===== src/rtl/mc_ctrl_fsm.sv =====
// Multicycle MIPS control unit: sequences FETCH/DECODE/EXEC/MEM/WB
// and drives every datapath enable from state plus IR op/funct.
module mc_ctrl_fsm (
    input  logic       clk,
    input  logic       rst,
    input  logic [5:0] op,
    input  logic [5:0] funct,
    input  logic       zero,
    output logic       irwr,
    output logic       pcwr,
    output logic [1:0] npc_sel,
    output logic       regwr,
    output logic [1:0] a3_sel,
    output logic [1:0] wd_sel,
    output logic       alusrc,
    output logic [1:0] ext_op,
    output logic [2:0] alu_op,
    output logic       dmwr,
    output logic       illegal_op,
    output logic [3:0] state_o
);

    typedef enum logic [3:0] {
        S_FETCH  = 4'd0,
        S_DECODE = 4'd1,
        S_MADDR  = 4'd2,
        S_MREAD  = 4'd3,
        S_MWB    = 4'd4,
        S_MWRITE = 4'd5,
        S_EXEC   = 4'd6,
        S_AWB    = 4'd7,
        S_BRANCH = 4'd8,
        S_JUMP   = 4'd9
    } state_t;

    state_t state, state_nx;

    logic r_type;
    logic is_lw, is_sw, is_ori, is_lui, is_beq, is_j, is_jal, is_jr;
    logic is_addu, is_subu, is_slt, is_ralu;

    assign r_type  = (op == 6'b000000);
    assign is_lw   = (op == 6'b100011);
    assign is_sw   = (op == 6'b101011);
    assign is_ori  = (op == 6'b001101);
    assign is_lui  = (op == 6'b001111);
    assign is_beq  = (op == 6'b000100);
    assign is_j    = (op == 6'b000010);
    assign is_jal  = (op == 6'b000011);
    assign is_addu = r_type && (funct == 6'b100001);
    assign is_subu = r_type && (funct == 6'b100011);
    assign is_slt  = r_type && (funct == 6'b101010);
    assign is_jr   = r_type && (funct == 6'b001000);
    assign is_ralu = is_addu || is_subu || is_slt;

    always_ff @(posedge clk) begin
        if (rst) state <= S_FETCH;
        else     state <= state_nx;
    end

    assign state_o = state;

    // ALU controls shared by EXEC and AWB so the result stays valid for writeback
    logic       ex_alusrc;
    logic [1:0] ex_ext;
    logic [2:0] ex_alu;

    always_comb begin
        ex_alusrc = 1'b0;
        ex_ext    = 2'b00;
        ex_alu    = 3'b000;
        unique case (1'b1)
            is_addu: ex_alu = 3'b000;
            is_subu: ex_alu = 3'b001;
            is_slt:  ex_alu = 3'b011;
            is_ori: begin
                ex_alusrc = 1'b1;
                ex_ext    = 2'b00;
                ex_alu    = 3'b010;
            end
            is_lui: begin
                ex_alusrc = 1'b1;
                ex_ext    = 2'b10;
                ex_alu    = 3'b010;
            end
            default: ;
        endcase
    end

    always_comb begin
        state_nx   = S_FETCH;
        irwr       = 1'b0;
        pcwr       = 1'b0;
        npc_sel    = 2'b00;
        regwr      = 1'b0;
        a3_sel     = 2'b00;
        wd_sel     = 2'b00;
        alusrc     = 1'b0;
        ext_op     = 2'b00;
        alu_op     = 3'b000;
        dmwr       = 1'b0;
        illegal_op = 1'b0;
        case (state)
            S_FETCH: begin
                irwr     = 1'b1;
                pcwr     = 1'b1;
                state_nx = S_DECODE;
            end
            S_DECODE: begin
                unique case (1'b1)
                    is_lw, is_sw:            state_nx = S_MADDR;
                    is_ralu, is_ori, is_lui: state_nx = S_EXEC;
                    is_beq:                  state_nx = S_BRANCH;
                    is_j, is_jal, is_jr:     state_nx = S_JUMP;
                    default: begin
                        illegal_op = 1'b1;
                        state_nx   = S_FETCH;
                    end
                endcase
            end
            S_MADDR: begin
                alusrc = 1'b1;
                ext_op = 2'b01;
                if (is_lw)      state_nx = S_MREAD;
                else if (is_sw) state_nx = S_MWRITE;
            end
            S_MREAD: begin
                alusrc   = 1'b1;
                ext_op   = 2'b01;
                state_nx = S_MWB;
            end
            S_MWB: begin
                regwr  = 1'b1;
                wd_sel = 2'b01;
            end
            S_MWRITE: begin
                dmwr   = 1'b1;
                alusrc = 1'b1;
                ext_op = 2'b01;
            end
            S_EXEC: begin
                alusrc   = ex_alusrc;
                ext_op   = ex_ext;
                alu_op   = ex_alu;
                state_nx = S_AWB;
            end
            S_AWB: begin
                alusrc = ex_alusrc;
                ext_op = ex_ext;
                alu_op = ex_alu;
                regwr  = 1'b1;
                a3_sel = is_ralu ? 2'b01 : 2'b00;
            end
            S_BRANCH: begin
                alu_op  = 3'b001;
                npc_sel = 2'b01;
                pcwr    = zero;
            end
            S_JUMP: begin
                pcwr    = 1'b1;
                npc_sel = is_jr ? 2'b11 : 2'b10;
                if (is_jal) begin
                    regwr  = 1'b1;
                    a3_sel = 2'b10;
                    wd_sel = 2'b10;
                end
            end
            default: begin
                irwr     = 1'b0;
                state_nx = S_FETCH;
            end
        endcase
        // reset wins over any decode so no write leaks past the reset edge
        if (rst) begin
            irwr       = 1'b0;
            pcwr       = 1'b0;
            npc_sel    = 2'b00;
            regwr      = 1'b0;
            a3_sel     = 2'b00;
            wd_sel     = 2'b00;
            alusrc     = 1'b0;
            ext_op     = 2'b00;
            alu_op     = 3'b000;
            dmwr       = 1'b0;
            illegal_op = 1'b0;
        end
    end

endmodule

===== config.mk =====
export PLATFORM = sky130hd
export DESIGN_NAME = mc_ctrl_fsm
export DESIGN_NICKNAME = d
export VERILOG_FILES = /design/src/rtl/mc_ctrl_fsm.sv
export SDC_FILE = /design/constraint.sdc
export NUM_CORES = 1
export LEC_CHECK = 0
export CORE_MARGIN = 8
export CORE_UTILIZATION = 40
export DETAILED_ROUTE_END_ITERATION = 6
export PLACE_DENSITY = 0.84
export SLEW_MARGIN = 25
export SYNTH_ARGS = -nofsm -noshare
export SYNTH_HDL_FRONTEND = slang
export SYNTH_SLANG_ARGS = --single-unit

===== constraint.sdc =====
create_clock -name clk -period 3.05 [get_ports clk]
set_clock_uncertainty 0.1 [all_clocks]
set_input_delay 0.4575 -clock clk [delete_from_list [all_inputs] [get_ports clk]]
set_output_delay 0.4575 -clock clk [all_outputs]
set_load 0.01 [all_outputs]

* Word level (Yosys, flattened, before mapping) *
Index checks and enable logic that the tools add are counted.

storage, ports and cells
  output and inout port bits = 21
  bits in registers = 4
  word-level logic and storage cells = 72
  bits of input ports = 15

operators by class
  muxes and demuxes = 34
  eq/ne operators = 20
  reduce and logical (&&, ||, !) cells = 17

operators with widths
  operator                                                         number
  6-bit == test, second input constant                             5
  2-bit case mux with 2 select lines                               5
  4-bit case mux with 5 select lines                               1
  6-bit by 4-bit == test with 1-bit output, second input constant  3
  4-bit by 3-bit == test with 1-bit output, second input constant  4
  4-bit case mux with 4 select lines                               1
  1-bit 2-to-1 mux                                                 14
  6-bit by 2-bit == test with 1-bit output, second input constant  2
  2-bit 2-to-1 mux                                                 6
  2-bit OR reduction                                               5
  3-bit 2-to-1 mux                                                 3
  3-bit OR reduction                                               3
  9-bit OR reduction                                               1
  4-bit by 2-bit == test with 1-bit output, second input constant  2
  4-bit == test, second input constant                             2
  6-bit by 3-bit == test with 1-bit output, second input constant  1
  6-bit logical NOT                                                1
  1-bit case mux with 2 select lines                               3
  2-bit case mux with 3 select lines                               1
  4-bit by 1-bit == test with 1-bit output, second input constant  1
  1-bit logical AND                                                4
  4-bit logical NOT                                                1
  1-bit logical OR                                                 2

* Logic depth before layout (Yosys ltp) *
Gate-level depths: netlist (run 1).

  depth after elaboration = 8
  mapped depth = 5
  gate-level depth less buffers = 4

* Worst setup path before layout (run 1) *
No wires, ideal clock.

  path type = input to output
  start point = input port funct[1]
  end point = output port illegal_op
  path buffers = 0
  path slack = 1.000 ns
  data required time = 2.492 ns
  arrival = 1.493 ns
  cell stages on the path = 4
  cells stage by stage = and3b_1 o2111ai_1 nand2_1 a2111oi_1

between the ends
  cells in the longest elaborated chain, start to end = 8
  elaborated cells on any way between the ends = 14

ends and longest elaborated chain
  item                                         line    text
  start, declared                              7       input logic [5:0] funct,
  6-bit == test, on equally long branches      50, 51
  1-bit logical AND, on equally long branches  50, 51
  1-bit logical OR (2 in series)               54      assign is_ralu = is_addu || is_subu || is_slt;
  9-bit OR reduction (no source line) *        --
  1-bit 2-to-1 mux *                           110     unique case (1'b1)
  1-bit 2-to-1 mux *                           103     case (state)
  1-bit 2-to-1 mux *                           174     if (rst) begin
  end, declared                                19      output logic illegal_op,

Mark *: on every way between the ends. The rest lies on a longest branch, timed or not.

* Final worst setup path (run 1) *
  start point = input port op[3]
  end point = output port alu_op[1]

between the ends
  cells in the longest elaborated chain, start to end = 5
  elaborated cells on any way between the ends = 9

ends and longest elaborated chain
  item                                                                    line  text
  start, declared                                                         6     input logic [5:0] op,
  6-bit by 4-bit == test with 1-bit output, or another cell as far along  45    assign is_ori = (op == 6'b001101);
  2-bit OR reduction (no source line), or another cell as far along       --
  2-bit case mux with 3 select lines *                                    72    unique case (1'b1)
  2-bit case mux with 2 select lines *                                    103
  3-bit 2-to-1 mux *                                                      174
  end, declared                                                           17    output logic [2:0] alu_op,

Marks and branches as above.

==> results of run 1 <==
==> power groups by stage <==
stage | Combinational [W] | Clock [W] | Sequential [W]
finish | 0.0000785 | 0.0000637 | 0.0000560
CTS | 0.0000783 | 0.0000687 | 0.0000559
global placement | 0.0000777 | 0 | 0.0000564
floorplan | 0.0000322 | 0 | 0.0000573
detailed placement | 0.0000789 | 0 | 0.0000567
global route | 0.0000843 | 0.0000683 | 0.0000563
==> how the worst max path moves through the flow <==
stage	to	slack [ps]
global placement	alu_op[1]	60
detailed placement	a3_sel[0]	-50
finish	alu_op[1]	80
CTS	illegal_op	70
global route	alu_op[1]	20
floorplan	illegal_op	1000
==> cell families after synthesis <==
| family | Yosys count | share of synthesized area |
|---|---|---|
| AO/OA/AOI/OAI | 24 | 0.2863 |
| buffers and inverters | 11 | 0.07752 |
| flip-flops | 4 | 0.1272 |
| other | 1 | 0.005958 |
| AND/OR/NAND/NOR | 50 | 0.5030 |
==> through the flow <==
step / std cells / area [um^2] / power [W]
final: 145 / 1036 / 0.0001981
after detailed placement: 142 / 1016 / 0.0001356
after floorplan: 90 / 629.4 / 0.00008951
after global routing: 145 / 1036 / 0.0002089
after CTS: 145 / 1033 / 0.0002029
after global placement: 142 / 1016 / 0.0001342
==> Yosys cell counts (2+ instances only) <==
cell type and instances:
and4_1 2, a2111oi_1 3, dfxtp_1 4, inv_1 5
nor3b_1 4, nand2_1 6, nor2_1 7, and3b_1 2
nor3_1 6, and2_1 2, nand4_1 2, nand3_1 4
and3_1 2, a21oi_1 5, o21a_1 3, buf_2 3
o2111ai_1 2, nor2b_1 4
==> cell usage in the layout (no fill, tap or decap), types with 3 or more instances in the layout <==
cell type        count
a2111oi_1            3
a21oi_1              5
buf_4                7
clkbuf_4             3
clkdlybuf4s50_1     29
dfxtp_1              4
dlygate4sd2_1        4
inv_1                5
nand2_1              6
nand3_1              4
nor2_1               7
nor2b_1              4
nor3_1               6
nor3b_1              4
o21a_1               3
==> final cells by class <==
class / count / area, um^2
well taps: 16 / 20.02
fillers: 132 / 452.9
inverters: 6 / 22.52
repair buffers: 41 / 390.4
flip-flops and latches: 4 / 80.08
multi-input cells: 75 / 500.5
clock buffers: 3 / 22.52
==> worst max-delay path: stages <==
cell             delay, ps
clkdlybuf4s50_1        480
nor4_4                 300
buf_4                  190
and3_1                 170
nand3_1                 90
a21oi_1                170
clkdlybuf4s50_1        560
==> metal layers <==
metal	share of wire	vias up	wire [um]	GRT usage
met1	0.41	407	952	0.1548
met5	0	-	0	0
met4	0.016	0	38	0.06690
met3	0.071	4	164	0.03196
li1	-	423	-	-
met2	0.50	30	1154	0.2388
==> repair_timing <==
item | CTS | global route
gates resized for setup | 4 | 1
hold buffers | 0 | 0
endpoints found under the setup margin | 4 | 1
setup buffers | 0 | 0
pin swaps | 1 | 0
==> run_results.csv, run 1 <==
group,metric,value,unit
floorplanning,rows,14,
setup_path,timing.critical_path.from,"op[3]",
setup_path,cp.required,2490,ps
yosys,synth_edf_count,0,
floorplanning,die_h,55.67,um
sta,worst_slack,84.16,ps
yosys,seq_area_frac_synth,0.1272,
pwr,power_switching_share,0.3013,
setup_path,r2r-start,"state_o[1]",
yosys,avgSynthCellArea,6.993,um^2
route,drc,0,
sta,rsz0062_at_grt,"no",
clock_network,htree_levels,1,
yosys,synth_top_area_share,0.1272,
cells_and_area,area_growth,64.61,%
setup_path,crit_type,"input pin to output pin",
floorplanning,die_area,3099,um^2
global_routing,grt.overflow.total,0,
clock_network,numCtsBuffers,3,
route,wl,2.310,mm
global_routing,grt_pass1_wl,3.698,mm
yosys,yosysWarnings,0,
floorplanning,fp.dieW,55.67,um
cells_and_area,antenna_cells,0,
pwr,intPower,0.0001384,W
route,viasPerCell,5.959,
pwr,power_density,191.2,nW/um^2
setup_path,cp-end-kind,"output pin",
route,ant_nets,0,
place,place_ws,-50.95,ps
cells_and_area,layout-drive-gt1-share,0.1240,
global_routing,grt_usage,0.1387,
route,wl_per_cell,15.93,um
outcome,outcome,"completed",
sta,setup_tns,0,ps
floorplanning,io_pins,36,
clock_network,cts_tree,"done",
min_path,worstHoldStart,"state_o[3]",
job,maxCapViolCount,0,
yosys,netlist_instances,90,
sta,min_period_over_period,0.9724,
min_path,min_path_type,"register to register",
floorplanning,core_area,1489,um^2
cells_and_area,layout.nets,146,
place,gp_congestion,0.9232,
cells_and_area,fin_util,0.6958,
place,port_buffers,34,
yosys,synthTopCellsByArea,"dfxtp_1 (13%), a2111oi_1 (4.8%), nor3_1 (4.8%)",
yosys,async_flop_share,0,
pwr,leakage,0.4139,nW
setup_path,r2r_slack,1540,ps
sta,slew_violations,0,
setup_path,arrival,2410,ps
pwr,power_frac_seq,0.282,
pwr,comb_power_share,0.396,
clock_network,clkLatencyLatePin,230,ps
yosys,ys_types,42,
yosys,synth_flop_cell,"dfxtp_1",
yosys,synth_area,629.4,um^2
clock_network,cts_root_buf,"clkbuf_4",
floorplanning,start_util,0.4227,
sta,worst_pin_slew,518.8,ps
global_routing,grt_max_degree,16,
min_path,min_to,"state_o[1]",
cells_and_area,largest_reg_flops,4,
place,hpwl,1.910,mm
pwr,clkPwrFrac,0.321,
sta,whs,624.8,ps
setup_path,ff2ff_path_depth,3,
sta,max_slew_margin,0.6536,
clock_network,cts_num_sinks,4,
setup_path,critPathMaxFanout,5,
min_path,hold_depth,2,
route,drtIter0Drc,24,
global_routing,antenna_found_initial,0,
clock_network,clock_path_buffers,2,
pwr,ir_worst_vdd,0.1902,mV
sta,fin_crit,2966,ps
sta,hold_viol,0,
setup_path,cp-start-kind,"input pin",
pwr,power_switching,0.00005969,W
route,vias,864,
sta,fmax,0.3372,GHz
clock_network,cts.clk_slew.worst_paths,40,ps
yosys,syn-num-nets,105,
route,dr.pass1.iters,4,
yosys,ys_ff_latch,4,
sta,setup_viol,0,
global_routing,grt_pass1_vias,814,
setup_path,reg2reg_to,"state_o[0]",
yosys,synth_area_leader_cell,"dfxtp_1",
(Power assumes the default switching activity.)
==> run 2, diff against run 1 <==
--- a/config.mk
+++ b/config.mk
@@ -8,7 +8,9 @@
 export CORE_MARGIN = 8
 export CORE_UTILIZATION = 40
 export DETAILED_ROUTE_END_ITERATION = 6
+export MAX_ROUTING_LAYER = met4
 export PLACE_DENSITY = 0.84
+export SETUP_SLACK_MARGIN = 0.02
 export SLEW_MARGIN = 25
 export SYNTH_ARGS = -nofsm -noshare
 export SYNTH_HDL_FRONTEND = slang
==> run 2 against run 1 <==
Routed wire length is essentially flat. Critical endpoint is now alu_op[0]. Fmax grew 1.0%. Non-clock buffer count is the same. Combinational power is essentially flat. Core utilization grew 0.17 points. Largest cell class unchanged. Via count grew 0.81%. Die area is the same. Sequential share of layout area is essentially flat. Critical path type unchanged. Flip-flop and latch count is the same.
==> run_results.csv, run 2 (synthesis results as in run 1) <==
group,metric,value,unit
cells_and_area,fillerInstances,133,
sta,hold_viol,0,
clock_network,cts_root_buf,"clkbuf_4",
clock_network,cts.clk_slew.worst_paths,40,ps
place,hpwl,1.910,mm
global_routing,grt_max_degree,16,
global_routing,antenna_found_initial,0,
cells_and_area,seq_area,80.08,um^2
route,ant_nets,0,
route,wl,2.308,mm
clock_network,postCtsSetupRepairBufs,0,
global_routing,grt_pass1_wl,3.691,mm
job,maxCapViolCount,0,
clock_network,htree_levels,1,
sta,max_slew_margin,0.6639,
setup_path,path_buf_inv,3,
pwr,power_density,190.9,nW/um^2
clock_network,clkLatencyLatePin,230,ps
setup_path,critPathMaxFanout,5,
setup_path,ff2ff_path_depth,3,
setup_path,cpMostUsedCell,"clkdlybuf4s50_1",
floorplanning,die_h,55.67,um
clock_network,cts_tree,"done",
min_path,hold_depth,2,
cells_and_area,layout.nets,146,
cells_and_area,finalNonFillerCells,145,
sta,worst_pin_slew,503.4,ps
floorplanning,start_util,0.4227,
setup_path,worst_path_largest_cell_delay,570,ps
floorplanning,rows,14,
cells_and_area,area_growth,65.01,%
pwr,ir_worst_vdd,0.1902,mV
clock_network,clock_path_buffers,2,
sta,fmax,0.3406,GHz
route,drtIter0Drc,24,
setup_path,crit_slowest_cell,"clkdlybuf4s50_1",
setup_path,cp.required,2490,ps
setup_path,worstPathCellList,"clkdlybuf4s50_1, nor4_4, buf_4, and3_1, o2111ai_1, o31ai_1, clkdlybuf4s50_1",
route,drc,0,
pwr,power.total,0.0001982,W
floorplanning,die_area,3099,um^2
setup_path,cp-end-kind,"output pin",
place,dp_cells,142,
floorplanning,io_pins,36,
cells_and_area,fin_util,0.6975,
sta,setup_tns,0,ps
cells_and_area,largest_reg_flops,4,
route,dr.pass1.iters,4,
setup_path,crit_cells,7,
global_routing,grt.overflow.total,0,
cells_and_area,layout_commonest_cell,"clkdlybuf4s50_1",
global_routing,grt_usage,0.1419,
cells_and_area,layout-drive-gt1-share,0.1240,
place,gp_congestion,0.9394,
pwr,leakage,0.4327,nW
sta,min_period_over_period,0.9625,
floorplanning,fp.dieW,55.67,um
setup_path,crit_family,"buffers and inverters",
cells_and_area,layout_common_cells,"clkdlybuf4s50_1 (28), nor2_1 (7), buf_4 (7)",
cells_and_area,final_area,1039,um^2
setup_path,cp-start-kind,"input pin",
route,viasPerCell,6.007,
route,vias,871,
sta,setup_viol,0,
min_path,min_path_type,"register to register",
route,wl_per_cell,15.92,um
clock_network,numCtsBuffers,3,
outcome,outcome,"completed",
place,port_buffers,34,
cells_and_area,multi_input_area,500.5,um^2
setup_path,crit_type,"input pin to output pin",
clock_network,cts_num_sinks,4,
sta,fin_crit,2936,ps
floorplanning,core_area,1489,um^2
cells_and_area,antenna_cells,0,
sta,rsz0062_at_grt,"no",
sta,slew_violations,0,
place,placement.cell_area,1016,um^2
setup_path,arrival,2380,ps
global_routing,grt_pass1_vias,817,
[run 2: changes by cell type in the layout (fill, tap and decap cells not counted)]
cell,before,now
clkdlybuf4s50_1,29,28
dlymetal6s2s_1,1,2
[run 2: final timing paths]
kind | startpoint | endpoint | slack, ps
setup / recovery | op[3] | alu_op[0] | 110
hold reg to reg | state_o[3] | state_o[1] | 630
setup reg to reg | state_o[1] | state_o[0] | 1560
hold / removal | state_o[3] | state_o[1] | 630
[run 2: through the flow]
| step | worst slack, ps | hold WS (ps) |
|---|---|---|
| 2_1_floorplan | 999.6 | 537.2 |
| 3_3_place_gp | 57.05 | 607.5 |
| 3_5_place_dp | -50.95 | 618.8 |
| 4_1_cts | 67.26 | 625.4 |
| 5_1_grt | 65.39 | 686.6 |
| 6_report | 114.4 | 627.1 |
[run 2: layout make-up]
class / count / share of cell area
clock buffer: 3 / 0.02169
sequential: 4 / 0.07711
tap: 16 / 0.01928
timing repair buffer: 41 / 0.3783
multi-input combinational: 75 / 0.4819
inverter: 6 / 0.02169
[run 2: repair_timing]
item,CTS,global route
hold buffers,0,0
cloned,0,0
gates resized for setup,4,2
pin swaps,1,0
endpoints found under the hold margin,0,0
setup endpoints to repair,4,2
[run 2: report_power, final]
part | switching (W) | internal, W | leakage [nW]
clock | 0.0000199 | 0.0000439 | 0.0138
combinational | 0.0000381 | 0.0000404 | 0.386
sequential | 0.00000177 | 0.0000542 | 0.0326
total | 0.0000598 | 0.000138 | 0.433
[run 2: layer usage]
layer | part of all wire | vias up | GRT usage
met1 | 0.41 | 405 | 0.1523
met2 | 0.49 | 37 | 0.2404
met3 | 0.078 | 4 | 0.03196
li1 | - | 425 | -
met5 | 0 | - | -
met4 | 0.016 | 0 | 0.06690
[run 2: tightest hold or removal path: cells and delay by family, from the launching register on]
kind | cells | cell delay, ps
compound gates | 2 | 280
flops | 1 | 420
==> run 3, diff against run 2 <==
==> constraint.sdc (replaced) <==
create_clock -name clk -period 3.05 [get_ports clk]
set_clock_uncertainty 0.1 [all_clocks]
set_input_delay 0.4575 -clock clk [delete_from_list [all_inputs] [get_ports clk]]
set_output_delay 0.4575 -clock clk [all_outputs]
set_load 0.05 [all_outputs]
==> run 3 against run 2 <==
Flip-flop and latch count is the same. Non-clock buffer count shrank 6. Worst setup slack gained 130 ps. Power grew 8.0%. First-iteration DRC count shrank 33%. Clock power shrank 0.6%. Combinational power grew 16%. Register-to-register slack lost 170 ps. Fmax grew 4.8%. Critical path depth shrank 1.
==> run_results.csv, run 3 (synthesis results as in run 1) <==
group,metric,value,unit
outcome,outcome,"completed",
sta,whs,637.7,ps
global_routing,grt_pass1_vias,804,
cells_and_area,layout-drive-gt1-share,0.2114,
clock_network,clock_path_buffers,2,
cells_and_area,final_area,1069,um^2
job,maxCapViolCount,0,
clock_network,clkLatencyLatePin,230,ps
pwr,power_density,200.4,nW/um^2
sta,hold_viol,0,
sta,fmax,0.3569,GHz
place,gp_congestion,0.8773,
route,dr.pass1.iters,4,
setup_path,cp.required,2490,ps
clock_network,cts_hold_buf,0,
clock_network,cts_root_buf,"clkbuf_4",
floorplanning,die_h,55.67,um
setup_path,cp-end-kind,"output pin",
pwr,intPower,0.0001374,W
route,drtIter0Drc,16,
place,hpwl,1.800,mm
global_routing,grt.overflow.total,0,
sta,setup_tns,0,ps
pwr,power_switching,0.00007675,W
setup_path,critPathMaxFanout,4,
sta,max_slew_margin,0.6535,
floorplanning,die_area,3099,um^2
setup_path,worst_path_largest_cell_delay,480,ps
global_routing,antenna_found_initial,0,
pwr,power_frac_seq,0.278,
setup_path,crit_slowest_cell,"a2111oi_2",
pwr,power_switching_share,0.3585,
floorplanning,rows,14,
cells_and_area,largest_reg_flops,4,
pwr,leakage,0.4100,nW
sta,slew_violations,0,
sta,rsz0062_at_grt,"no",
sta,setup_viol,0,
cells_and_area,layout_commonest_cell,"clkdlybuf4s50_1",
setup_path,arrival,2240,ps
route,viasPerCell,6.014,
pwr,clkPwrFrac,0.296,
global_routing,grt_pass1_wl,3.684,mm
setup_path,crit_type,"input pin to output pin",
place,placement.cell_area,1046,um^2
setup_path,cp-start-kind,"input pin",
pwr,comb_power_share,0.426,
min_path,min_path_type,"register to register",
global_routing,grt_usage,0.1400,
pwr,ir_worst_vdd,0.2242,mV
sta,fin_crit,2802,ps
sta,worst_pin_slew,518.1,ps
clock_network,postCtsSetupRepairBufs,0,
clock_network,cts_num_sinks,4,
place,port_buffers,34,
clock_network,cts_resized,0,
cells_and_area,antenna_cells,0,
clock_network,cts.clk_slew.worst_paths,30,ps
floorplanning,core_area,1489,um^2
route,wl_per_cell,15.93,um
floorplanning,io_pins,36,
route,drc,0,
global_routing,grt_max_degree,16,
setup_path,worstPathCellList,"clkdlybuf4s50_1, and3b_1, o2111ai_1, nand2_1, a2111oi_2, buf_12",
cells_and_area,fillerInstances,129,
cells_and_area,area_growth,69.78,%
floorplanning,fp.dieW,55.67,um
clock_network,htree_levels,1,
cells_and_area,layout_common_cells,"clkdlybuf4s50_1 (20), buf_12 (8), nor2_1 (7), buf_4 (7), nand2_1 (6)",
clock_network,cts_tree,"done",
sta,min_period_over_period,0.9186,
cells_and_area,fin_util,0.7176,
route,ant_nets,0,
clock_network,numCtsBuffers,3,
route,vias,836,
route,wl,2.214,mm
floorplanning,start_util,0.4227,
cells_and_area,layout.nets,140,
-- run 3: cell count changes in the layout (fill, tap and decap cells not counted), sizes merged --
cell and change:
buf +8, clkdlybuf4s50 -8, dlygate4sd2 -4, dlymetal6s2s -2
-- run 3: layout make-up --
class | count | area, um^2 | share of cell area
inverters | 6 | 22.52 | 0.02108
repair buffers | 35 | 412.9 | 0.3864
flip-flops and latches | 4 | 80.08 | 0.07494
well taps | 16 | 20.02 | 0.01874
clock buffers | 3 | 22.52 | 0.02108
multi-input cells | 75 | 510.5 | 0.4778
-- run 3: worst max-delay path, delay by kind of cell --
family	cells	cell delay [ps]
simple gates	2	370
compound gates	2	750
buf+inv	2	670
-- run 3: worst paths after layout --
| check | startpoint | to | slack (ps) | cells after the start |
|---|---|---|---|---|
| max | funct[1] | illegal_op | 250 | 6 |
| min | state_o[3] | state_o[1] | 640 | 2 |
| max reg2reg | state_o[0] | state_o[3] | 1390 | 4 |
| min reg2reg | state_o[3] | state_o[1] | 640 | 2 |
-- run 3: per-stage QoR --
step / instances / setup WS (ps) / total power, W
after global routing: 139 / 155.5 / 0.0002229
after global placement: 136 / 290.8 / 0.0001486
after floorplan: 90 / 107.3 / 0.0001078
after detailed placement: 136 / 270.7 / 0.0001506
final: 139 / 248.1 / 0.0002141
after CTS: 139 / 252.0 / 0.0002176
-- run 3: per-layer routing --
metal	part of all wire	wire length (um)	GRT usage
met2	0.47	1039	0.2244
met3	0.067	149	0.02511
met1	0.44	977	0.1635
met4	0.021	47	0.06690
met5	0	0	-
-- run 3: power by group through the flow --
stage               Combinational [W]   Clock, W  Sequential (W)
detailed placement          0.0000905          0       0.0000600
floorplan                   0.0000459          0       0.0000619
global placement            0.0000887          0       0.0000599
global route                0.0000968  0.0000658       0.0000603
finish                      0.0000913  0.0000634       0.0000595
CTS                         0.0000910  0.0000673       0.0000593
==> edit 1 (flow settings as in run 2) <==
Register the output `npc_sel`, cleared by the reset; this adds one clock of latency there. The other outputs are not delayed to match.
--- a/src/rtl/mc_ctrl_fsm.sv
+++ b/src/rtl/mc_ctrl_fsm.sv
@@ -34,2 +34,4 @@
     } state_t;
+
+    logic [1:0] npc_sel_d;
 
@@ -93,3 +95,3 @@
         pcwr       = 1'b0;
-        npc_sel    = 2'b00;
+        npc_sel_d  = 2'b00;
         regwr      = 1'b0;
@@ -155,3 +157,3 @@
                 alu_op  = 3'b001;
-                npc_sel = 2'b01;
+                npc_sel_d = 2'b01;
                 pcwr    = zero;
@@ -160,3 +162,3 @@
                 pcwr    = 1'b1;
-                npc_sel = is_jr ? 2'b11 : 2'b10;
+                npc_sel_d = is_jr ? 2'b11 : 2'b10;
                 if (is_jal) begin
@@ -176,3 +178,3 @@
             pcwr       = 1'b0;
-            npc_sel    = 2'b00;
+            npc_sel_d  = 2'b00;
             regwr      = 1'b0;
@@ -188,2 +190,10 @@
 
+    always_ff @(posedge clk) begin
+        if (rst) begin
+            npc_sel <= '0;
+        end else begin
+            npc_sel <= npc_sel_d;
+        end
+    end
+
 endmodule
Behaviour: not the same (Yosys sat finds a counterexample within 4 cycles, from zero or initial values and one cycle with rst high).
==> edit 1 against run 2 <==
Die area shrank 2.6%. Power grew 19%. Routed wire length shrank 5.9%. Final area grew 2.0%. Count of clock-buffer cells in the layout is the same. Largest power group is now registers. Via count shrank 4.4%. Register-to-register slack lost 0.20 ns. Synthesized area shrank 3.6%. First-iteration DRC count grew 25%. Setup slack lost 0.0079 ns. Non-clock buffer count grew 2. Sequential cell count grew 2.
==> edit 1: results (changes against run 2) <==
outcome:
  status: "complete, no violations"
global_routing:
  grt.total_usage: 0.156  # +0.0146
  antenna_found_initial: 0  # unchanged
  grt_pass1_wl_um: 3470  # -6.0%
  grt_max_degree: 17  # +1
  grt_pass1_vias: 801  # -2.0%
clock_tree:
  cts_buffers: 3  # unchanged
  clock_latency_ns: 0.25  # +0.02 ns
  path_clk_slew_ns: 0.05
  cts-root-buf: "clkbuf_4"
  clockBufferDepth: 2  # unchanged
  cts_setup_buffers: 0  # unchanged
  h-tree-depth: 1  # unchanged
finish:
  antenna_cells: 0  # unchanged
  final_layout_size_suffix_gt1_frac: 0.134  # +0.00983
  largest_reg_flops: 4  # unchanged
setup_path:
  cp_slowest_stage_delay_ns: 0.55  # -0.02 ns
  critPathMaxFanout: 3  # -2
  cp_top_family: "buffers and inverters"
  cp.arrival_ns: 2.39
  critPathSlowestCell: "clkdlybuf4s50_1"
yosys:
  ys_seq_area_frac: 0.198  # +0.0707
  syn_nets: 100  # -4.8%
  synth_cell_types: 36  # -14%
  netlist_instances: 85  # -5.6%
  ys.flop_type: "dfxtp_1"
  netlist_top_cells_area: "dfxtp_1 (20%), a21oi_1 (7.4%), nand2b_1 (5.2%)"
  synth_common_cells: "a21oi_1 (9), nor2_1 (8), dfxtp_1 (6), nor3_1 (6), nand2b_1 (5)"
  async_flop_share: 0  # unchanged
timing:
  slew_headroom: 0.638  # -0.0256
  slew_violations: 0  # unchanged
placed_design:
  dp_hpwl_um: 1730  # -9.5%
  dpl.cell_count: 140  # -1.4%
  port-buffer-count: 34  # unchanged
  gp_congestion: 0.852  # -9.3%
  pre_cts_ws_ns: -0.00281  # +0.0481 ns
  placedInstanceArea_mm2: 0.00102  # unchanged
power_and_ir_drop:
  vdd.ir_drop.worst_mv: 0.0970  # -49%
  p_leak_nw: 0.406  # -6.1%
drt:
  route.final.wire_length_um: 2170  # -5.9%
  drtPass1Iterations: 4  # unchanged
  drt_iter0_drc: 30  # +25%
  vias: 833  # -4.4%
  wl_per_cell_um: 15.2  # -4.6%
run:
  cap_violations: 0  # unchanged
worst_hold_path:
  hold_path.class: "reg -> reg"
==> edit 1: cell count changes in the layout (fill, tap and decap cells not counted), sizes merged, moves of 3 or more <==
cell and change:
clkdlybuf4s50 +5, a21oi +4, nand2b +4, a2111oi -3, dlygate4sd2 -3, inv -3, nand2 -3, nand3 -3
nand3b +3, nor3b -3, o21a -3
==> edit 1: path summary, 6_finish.rpt <==
kind | end | cells past startpoint | slack (ns) | from
worst max-delay path | regwr | 5 | 0.11 | op[3]
worst min-delay path | npc_sel[0] | 2 | 0.42 | state_o[3]
worst max register to register | state_o[0] | 4 | 1.36 | state_o[3]
worst min register to register | npc_sel[0] | 2 | 0.42 | state_o[3]
==> edit 1: metal layers <==
metal,GRT usage,wire length (um),vias to the layer above
li1,-,-,403
met2,0.245,1050,45
met3,0.0267,180,7
met1,0.191,886,378
met5,-,0,-
met4,0.0720,59,0
==> edit 1: repair_timing <==
action | CTS | global route
endpoints found under the hold margin | 0 | 0
setup endpoints to repair | 1 | 3
resized for setup | 1 | 3
==> edit 1: area by class of cell <==
class | instances | area (um^2)
Fill cell | 128 | 412
Timing Repair Buffer | 43 | 407
Clock buffer | 3 | 22.5
Multi-Input combinational cell | 72 | 479
Tap cell | 16 | 20.0
Sequential cell | 6 | 120
Inverter | 3 | 11.3
==> edit 1: where the power goes <==
| part | internal (mW) | switching, mW | total [mW] |
|---|---|---|---|
| registers | 0.0802 | 0.00111 | 0.0813 |
| clock network | 0.0447 | 0.0317 | 0.0764 |
| logic | 0.0408 | 0.0367 | 0.0775 |
| total | 0.166 | 0.0695 | 0.235 |
==> edit 1: logic make-up after synthesis <==
group | after synthesis | synth area share
compound gates | 23 | 0.249
other cells | 1 | 0.00618
flops | 6 | 0.198
buf+inv | 7 | 0.0495
xor+xnor | 1 | 0.0144
simple gates | 47 | 0.482
==> edit 2 (flow settings as in run 2) <==
Made on the original files. Make the reset (`rst`) asynchronous in one clocked block.
--- a/src/rtl/mc_ctrl_fsm.sv
+++ b/src/rtl/mc_ctrl_fsm.sv
@@ -55,3 +55,3 @@
 
-    always_ff @(posedge clk) begin
+    always_ff @(posedge clk or posedge rst) begin
         if (rst) state <= S_FETCH;
Function: differs if rst is asserted again (counterexample within 4 cycles, from zero or initial values and one cycle with rst high); with rst held inactive, the same outputs for 10 cycles.
==> edit 2 against run 2 <==
Routed wire length fell by 7.1%. Sequential cell count did not move. Synthesized area fell by 7.2%. Critical endpoint is now a3_sel[0]. Non-clock buffer count fell by 1. Setup slack improved by 0.014 ns. Sequential share of layout area rose by 2.4 points. Final area fell by 4.6%. Via count fell by 11%. Utilization rose by 4.5 points.
Power is not compared: it rests on default switching activity, and its combinational part moved more than twofold at a synthesized area within 25%.
==> edit 2: results (changes against run 2) <==
outcome:
  status: "complete, no violations"
yosys:
  async_flop_share: 1.00  # +1.00
  netlist_top_cells_area: "dfrtp_1 (17%), nor4_4 (7.3%), nand2_1 (5.8%)"
  synth_common_cells: "nand2_1 (9), nor2_1 (8), a21oi_1 (6)"
  synth_cell_types: 36  # -14%
  ys.flop_type: "dfrtp_1"
  yosysWarnings: 0  # unchanged
  netlist_instances: 79  # -12%
  syn_nets: 94  # -10%
  ys_seq_area_frac: 0.171  # +0.0441
setup_path:
  r2r-end: "state_o[2]"
  worstReg2RegStart: "state_o[0]"
  endpoint: "a3_sel[0]"
  r2r_cells: 4  # +1
  reg2reg_slack_ns: 1.50  # -0.06 ns
  crit_start: "op[3]"
  cp.arrival_ns: 2.36  # -0.02 ns
  critPathMaxFanout: 4  # -1
timing:
  min_period_ns: 2.92  # -0.0138 ns
  fin_hold_ws_ns: 0.521  # -0.107 ns
placed_design:
  placedInstanceArea_um2: 960  # -5.5%
  gp_congestion: 0.831  # -12%
  port-buffer-count: 34  # unchanged
  dp_hpwl_um: 1720  # -9.9%
  pre_cts_ws_ns: 0.0837  # +0.135 ns
global_routing:
  grt_max_degree: 15  # -1
  antenna_found_initial: 0  # unchanged
  met2_usage: 0.212  # -0.0286
  grt_use_met3: 0.0569  # +0.0249
  grt.total_usage: 0.148  # +0.00607
  grtUsageMet1: 0.150  # -0.00234
  grt_pass1_vias: 661  # -19%
  grt_pass1_wl_um: 2990  # -19%
clock_tree:
  cts_buffers: 3  # unchanged
  cts-root-buf: "clkbuf_4"
  path_clk_slew_ns: 0.04  # about the same
  cts_setup_buffers: 0  # unchanged
  h-tree-depth: 1  # unchanged
  cts_resized: 0  # -4
  clock_latency_ns: 0.25  # +0.02 ns
  clockBufferDepth: 2  # unchanged
power_and_ir_drop:
  finalPower_mw: 0.336
  vdd.ir_drop.worst_mv: 0.444
  power.internal_mw: 0.200
  p_leak_nw: 0.412
drt:
  drtPass1Iterations: 4  # unchanged
  via_per_inst: 5.89  # -1.9%
  drt_iter0_drc: 22  # -8.3%
  wl_per_cell_um: 16.2  # +2.0%
  detail-route-antenna-nets: 0  # unchanged
finish:
  largest_reg_flops: 4  # unchanged
  final_layout_size_suffix_gt1_frac: 0.162  # +0.0384
  fin_cells: 132  # -9.0%
  antenna_cells: 0  # unchanged
worst_hold_path:
  hold_path.class: "in -> async"
edit 2: cell types whose count changed in the layout (fill, tap and decap cells not counted), moves of 2 or more:
cell	before	now
clkdlybuf4s50_1	28	33
dfrtp_1	0	4
dfxtp_1	4	0
dlygate4sd2_1	4	0
nor3b_1	4	0
a2111oi_1	3	0
nand2_1	6	9
o21a_1	3	0
a21bo_1	0	2
and4_1	2	0
nor2b_1	4	2
nor3_1	6	4
o2111ai_1	2	0
o21ai_1	0	2
edit 2: cell type report:
cell class | count | area [um^2]
clock buffers | 3 | 22.5
repair buffers | 40 | 388
multi-input cells | 65 | 443
well taps | 15 | 18.8
flip-flops and latches | 4 | 100
fillers | 108 | 343
inverters | 5 | 18.8
edit 2: power groups by stage:
| stage | Clock (mW) | Combinational [mW] | Sequential, mW |
|---|---|---|---|
| 3_5_place_dp | 0 | 0.174 | 0.0894 |
| 5_1_grt | 0.0794 | 0.190 | 0.0920 |
| 4_1_cts | 0.0735 | 0.175 | 0.0878 |
| 2_1_floorplan | 0 | 0.0987 | 0.0739 |
| 3_3_place_gp | 0 | 0.170 | 0.0892 |
| 6_report | 0.0701 | 0.176 | 0.0901 |
edit 2: logic make-up after synthesis:
logic type / count (synthesis) / synth area share
muxes: 2 / 0.0364
AOI/OAI and AO/OA: 18 / 0.223
other: 1 / 0.00642
buffers and inverters: 10 / 0.0813
and+or+nand+nor: 44 / 0.482
DFF: 4 / 0.171
edit 2: per-layer routing:
metal | share of wire | vias up
li1 | - | 367
met1 | 0.38 | 353
met2 | 0.46 | 51
met3 | 0.12 | 7
met4 | 0.042 | 0
met5 | 0 | -
edit 2: critical path, cell delays in order:
cell	delay, ns
clkdlybuf4s50_1	0.49
nor4_4	0.36
o2111ai_2	0.20
nor2_1	0.18
and2_1	0.14
clkdlybuf4s50_1	0.53
